===== src/rtl/pc_ir_unit_pkg.sv =====
// Shared types for the PC/IR datapath and its memory handshake.
package pc_ir_unit_pkg;

    typedef logic [31:0] word_t;

    typedef enum logic [1:0] {
        PCSRC_ALU    = 2'b00,
        PCSRC_ALUOUT = 2'b01,
        PCSRC_JUMP   = 2'b10,
        PCSRC_HOLD   = 2'b11
    } pcsrc_e;

    typedef enum logic [1:0] {
        HS_IDLE = 2'b00,
        HS_WAIT = 2'b01,
        HS_DONE = 2'b10
    } hs_state_e;

    // Pseudo-direct jump: keep the PC's top nibble, word-align the 26-bit field.
    function automatic word_t jump_target(input word_t pc, input word_t instr);
        return {pc[31:28], instr[25:0], 2'b00};
    endfunction

endpackage


===== src/rtl/pc_ir_unit_mem_handshake.sv =====
// Memory request handshake: IDLE/WAIT/DONE sequencing, wait counter and
// sticky timeout flag for the PC/IR unit.
module mem_handshake
    import pc_ir_unit_pkg::*;
#(
    parameter int unsigned MEM_WAIT_MAX = 15
) (
    input  logic clk_i,
    input  logic rst_ni,
    input  logic access_i,
    input  logic mem_ready_i,
    output logic mem_req_o,
    output logic busy_o,
    output logic capture_o,
    output logic err_timeout_o
);

    localparam int unsigned CNT_W = (MEM_WAIT_MAX > 1) ? $clog2(MEM_WAIT_MAX) : 1;
    localparam logic [CNT_W-1:0] CNT_LAST = CNT_W'(MEM_WAIT_MAX - 1);

    hs_state_e        state_q;
    logic [CNT_W-1:0] cnt_q;
    logic             err_q;

    // The request is combinational so a ready memory can answer in the IDLE cycle;
    // it is gated by reset so nothing is requested while the unit is held.
    assign mem_req_o     = rst_ni & access_i & (state_q != HS_DONE);
    assign capture_o     = mem_req_o & mem_ready_i;
    assign busy_o        = access_i & (state_q != HS_DONE) & ~capture_o;
    assign err_timeout_o = err_q;

    always_ff @(posedge clk_i or negedge rst_ni) begin
        if (!rst_ni) begin
            state_q <= HS_IDLE;
            cnt_q   <= '0;
            err_q   <= 1'b0;
        end else begin
            case (state_q)
                HS_IDLE: begin
                    cnt_q <= '0;
                    if (access_i) begin
                        state_q <= mem_ready_i ? HS_DONE : HS_WAIT;
                    end
                end
                HS_WAIT: begin
                    if (!access_i) begin
                        state_q <= HS_IDLE;
                        cnt_q   <= '0;
                    end else if (mem_ready_i) begin
                        state_q <= HS_DONE;
                        cnt_q   <= '0;
                    end else if (cnt_q == CNT_LAST) begin
                        state_q <= HS_DONE;
                        cnt_q   <= '0;
                        err_q   <= 1'b1;
                    end else begin
                        cnt_q <= cnt_q + CNT_W'(1);
                    end
                end
                HS_DONE: begin
                    state_q <= HS_IDLE;
                    cnt_q   <= '0;
                end
                default: begin
                    state_q <= HS_IDLE;
                    cnt_q   <= '0;
                end
            endcase
        end
    end

endmodule


===== src/rtl/pc_ir_unit.sv =====
// Multicycle PC/IR datapath slice: PC, IR, MDR and ALU-out registers plus the
// next-PC mux, with memory accesses sequenced by mem_handshake.
module pc_ir_unit
    import pc_ir_unit_pkg::*;
#(
    parameter word_t       RESET_PC     = 32'h0000_0000,
    parameter int unsigned MEM_WAIT_MAX = 15
) (
    input  logic        clk_i,
    input  logic        rst_ni,
    input  logic        PCWrite_i,
    input  logic        isBranch_i,
    input  logic        IRWrite_i,
    input  logic        lorD_i,
    input  logic        MemWrite_i,
    input  logic [1:0]  PCSource_i,
    input  logic [31:0] alu_result_i,
    input  logic        alu_zero_i,
    input  logic [31:0] mem_rdata_i,
    input  logic        mem_ready_i,
    output logic [31:0] pc_o,
    output logic [31:0] instr_o,
    output logic [31:0] mdr_o,
    output logic [31:0] alu_out_o,
    output logic [31:0] mem_addr_o,
    output logic        mem_req_o,
    output logic        mem_we_o,
    output logic        busy_o,
    output logic        err_timeout_o
);

    word_t  pc_q, pc_d;
    word_t  instr_q, instr_d;
    word_t  mdr_q, mdr_d;
    word_t  alu_out_q, alu_out_d;
    logic   access, pc_en, busy, capture, mem_req;
    pcsrc_e pc_sel;

    assign access = IRWrite_i | lorD_i | MemWrite_i;
    assign pc_en  = PCWrite_i | (isBranch_i & alu_zero_i);
    assign pc_sel = pcsrc_e'(PCSource_i);

    mem_handshake #(
        .MEM_WAIT_MAX (MEM_WAIT_MAX)
    ) u_handshake (
        .clk_i         (clk_i),
        .rst_ni        (rst_ni),
        .access_i      (access),
        .mem_ready_i   (mem_ready_i),
        .mem_req_o     (mem_req),
        .busy_o        (busy),
        .capture_o     (capture),
        .err_timeout_o (err_timeout_o)
    );

    // Every register holds while the access is outstanding, so a fetch that
    // waits updates PC and IR together on the edge the memory answers.
    always_comb begin
        pc_d = pc_q;
        if (pc_en && !busy) begin
            case (pc_sel)
                PCSRC_ALU:    pc_d = alu_result_i;
                PCSRC_ALUOUT: pc_d = alu_out_q;
                PCSRC_JUMP:   pc_d = jump_target(pc_q, instr_q);
                default:      pc_d = pc_q;
            endcase
        end
        instr_d   = (capture && IRWrite_i) ? mem_rdata_i : instr_q;
        mdr_d     = (capture && lorD_i && !MemWrite_i) ? mem_rdata_i : mdr_q;
        alu_out_d = busy ? alu_out_q : alu_result_i;
    end

    always_ff @(posedge clk_i or negedge rst_ni) begin
        if (!rst_ni) begin
            pc_q      <= RESET_PC;
            instr_q   <= '0;
            mdr_q     <= '0;
            alu_out_q <= '0;
        end else begin
            pc_q      <= pc_d;
            instr_q   <= instr_d;
            mdr_q     <= mdr_d;
            alu_out_q <= alu_out_d;
        end
    end

    assign pc_o       = pc_q;
    assign instr_o    = instr_q;
    assign mdr_o      = mdr_q;
    assign alu_out_o  = alu_out_q;
    assign mem_addr_o = lorD_i ? alu_out_q : pc_q;
    assign mem_req_o  = mem_req;
    assign mem_we_o   = mem_req & MemWrite_i;
    assign busy_o     = busy;

endmodule


===== config.mk =====
export PLATFORM = sky130hd
export DESIGN_NAME = pc_ir_unit
export DESIGN_NICKNAME = d
export VERILOG_FILES = /design/src/rtl/pc_ir_unit_pkg.sv /design/src/rtl/pc_ir_unit_mem_handshake.sv /design/src/rtl/pc_ir_unit.sv
export SDC_FILE = /design/constraint.sdc
export NUM_CORES = 1
export LEC_CHECK = 0
export CAP_MARGIN = 20
export CELL_PAD_IN_SITES_DETAIL_PLACEMENT = 1
export CELL_PAD_IN_SITES_GLOBAL_PLACEMENT = 1
export CORE_AREA = 2 2 132 134
export CTS_CLUSTER_DIAMETER = 200
export CTS_CLUSTER_SIZE = 25
export DETAILED_ROUTE_END_ITERATION = 6
export DIE_AREA = 0 0 134 136
export PLACE_DENSITY = 0.9
export SYNTH_ARGS = -nofsm -noshare
export SYNTH_HDL_FRONTEND = slang
export SYNTH_HIERARCHICAL = 1
export SYNTH_SLANG_ARGS = --single-unit

===== constraint.sdc =====
create_clock -name clk_i -period 5.35 [get_ports clk_i]
set_input_delay 0.8025 -clock clk_i [delete_from_list [all_inputs] [get_ports clk_i]]
set_output_delay 0.8025 -clock clk_i [all_outputs]
set_load 0.005 [all_outputs]

==> metrics.yaml <==
run_status:
  status: "complete, no violations"
detailed_routing:
  vias: 4743
  drt_pass1_iterations: 4
  final_antenna_net_count: 0
  drt_iter0_drc: 150
  finalWirelength_um: 20200
  drc: 0
  wl_per_cell_um: 21.8
  vias_per_cell: 5.13
grt:
  grt_use_total: 0.226
  grt_pass1_vias: 5449
  grt_max_degree: 74
  overflow: 0
  grt_pass1_wl_um: 31500
  antenna_found_initial: 0
floorplan:
  die_area_mm2: 0.0182
  io_pins: 239
  row_count: 48
  start_util: 0.364
  die_h_um: 136
  die_width_um: 134
  fp.coreArea_mm2: 0.0169
yosys:
  ys_seq_area_frac: 0.550
  synth-edff-count: 0
  synth_area_mm2: 0.00614
  synth-async-reset-ratio: 1.00
  yosysWarningCount: 6
  yosysMostFrequentCell: "mux2_2"
  syn_avg_cell_area_um2: 13.6
  synth-seq-cells: 135
  syn_inst: 453
  ys_top_cells_by_count: "mux2_2, dfrtp_1, nor2_1, a21oi_1, a22oi_1"
  synth_cell_type_count: 29
  synth_top_area_share: 0.550
  synth_top_area_cell: "dfrtp_1"
  synthTopCellsByArea: "dfrtp_1, mux2_2, mux2_4"
  syn-num-nets: 534
  synth_ff_type: "dfrtp_1"
sta:
  slew_viol_final: 0
  max_freq_mhz: 263
  rsz0062_at_grt: "no"
  worst_pin_slew_ns: 1.02
  setup_viol: 0
  fin_crit_ns: 3.81
  finalSetupTns_ns: 0
  post-route-period-util: 0.711
  slew_headroom: 0.318
  hold_viol_final: 0
  finClkSkew_ns: 0.00752
worst_setup_path:
  worstSetupStartpoint: "lorD_i"
  path_buf_inv: 3
  critPathTopFamily: "buffers and inverters"
  r2r_start: "u_handshake/state_q[1]"
  critPathKind: "in -> out"
  cpMaxStageDelayCell: "clkdlybuf4s50_1"
  worst_ep_arrival_time_ns: 3.00
  cp_max_fo: 34
  rrSetupSlack_ns: 2.56
  worstSetupStartpointType: "input port"
  required_ns: 4.55
  end_kind: "primary output"
  crit_chain: "buf_2 > buf_4 > or3_1 > o21ai_0 > a21oi_4 > clkdlybuf4s50_1"
  max_stage_delay_ns: 0.62
clocking:
  clk_pin_slew_ns: 0.06
  cts.sink_count: 135
  ctsResizeCount: 0
  root_buffer: "clkbuf_16"
  cts_tree: "yes"
  clkLatencyLatePin_ns: 0.41
  cts_setup_buffers: 0
  clockBufferDepth: 2
  h-tree-depth: 4
  ctsHoldBuffers: 0
  cts_inserted_buffers: 17
worst_hold_path:
  hp-class: "in -> async"
power_and_ir_drop:
  peakVddDrop_mv: 0.235
  powerDensity_mw_per_mm2: 417
  power_leakage_nw: 3.91
final_layout:
  antenna_cells: 0
  final_cell_area_mm2: 0.00930
  drive_gt1_frac: 0.288
  area_growth_pct: 51.5
  num-nets-final: 767
place:
  dp_hpwl_um: 14100
  port_buffers: 238
  gp_congestion: 0.821
  place_area_mm2: 0.00871
run:
  drv_cap: 0
## stage by stage
stage	worst slack, ns	power (mW)	cells	util	hold WS, ns
floorplan	2.48	1.87	453	-	0.451
global placement	1.62	2.66	892	0.516	0.451
detailed placement	1.43	2.73	892	0.516	0.470
CTS	1.54	3.92	924	0.551	0.422
global route	1.42	4.06	924	0.551	0.447
finish	1.54	3.88	924	0.551	0.391
## worst paths after layout
path	to	depth (start not counted)
min in group clk_i	u_handshake/err_timeout_o	1
worst max-delay path	busy_o	6
worst min-delay path	mdr_o[31]	1
worst min register to register	u_handshake/err_timeout_o	1
worst max register to register	pc_o[14]	6
max in group asynchronous	pc_o[22]	2
## per-layer routing
layer  track usage  vias up  wire length (um)
met1         0.261     2455              8030
li1              -     2102                 -
met2         0.408      164             10700
met4        0.0739        0               320
met5             0        -                 0
met3        0.0589       22              1160
## state kept, by name (all words and copies together), names as in the netlist
signal / flops
alu_out_o: 32
instr_o: 32
mdr_o: 32
pc_o: 32
u_handshake/cnt_q: 4
u_handshake/state_q: 2
u_handshake/err_timeout_o: 1
## cells in the final DEF (no fill, tap or decap)
cell type	netlist	final
mux2_4	18	18
o21ai_0	5	5
nand3b_1	1	1
and3_4	1	1
nand2b_2	1	1
a21oi_4	0	1
clkdlybuf4s50_1	0	236
or2_2	0	1
nand2_2	0	1
clkinv_2	0	2
ha_1	6	5
ha_2	0	1
or3_1	1	1
and4bb_1	1	1
nand3_1	1	1
a22oi_1	28	28
and2_0	1	1
xnor2_1	1	1
or2_1	2	1
a22o_1	4	4
clkbuf_1	17	4
clkbuf_8	0	4
a21oi_1	29	28
clkbuf_16	0	17
a211oi_1	1	1
buf_6	4	1
and2_1	1	1
nor2_1	34	34
a21o_2	1	1
nand2_1	3	2
bufinv_16	0	2
xor2_1	1	1
buf_4	0	6
inv_1	6	6
nor4_1	1	1
clkinvlp_4	0	3
mux2_2	140	140
dfrtp_1	135	135
buf_2	5	1
## power by group
group / leakage [nW] / switching (mW) / internal (mW)
clock: 0.280 / 0.429 / 0.735
combinational: 2.01 / 0.394 / 0.841
sequential: 1.62 / 0.219 / 1.26
## area by class of cell
type                       instances  area (um2)
timing repair buffer             244        2420
tap                              225         282
fill                            1695        7570
clock buffer                      25         495
clock inverter                     7        92.6
inverter                           6        22.5
multi-input combinational        282        2610
sequential                       135        3380
## cell families (layout without fill, tap and decap cells)
family	count (synthesis)	count (layout)	synth area share
XOR/XNOR	2	2	0.00285
AND/OR/NAND/NOR	48	48	0.0361
buffers and inverters	36	282	0.0279
flip-flops	135	135	0.550
multiplexers	158	158	0.301
AO/OA/AOI/OAI	68	68	0.0703
adder cells (fa/ha/maj)	6	6	0.0122
## worst reg2reg max path, delay by kind of cell (launching register included)
family / cells / cell delay, ns
AO/OA/AOI/OAI: 2 / 0.80
AND/OR/NAND/NOR: 2 / 0.96
multiplexers: 1 / 0.46
buffers and inverters: 1 / 0.08
flip-flops: 1 / 0.37
(Power assumes the default switching activity.)
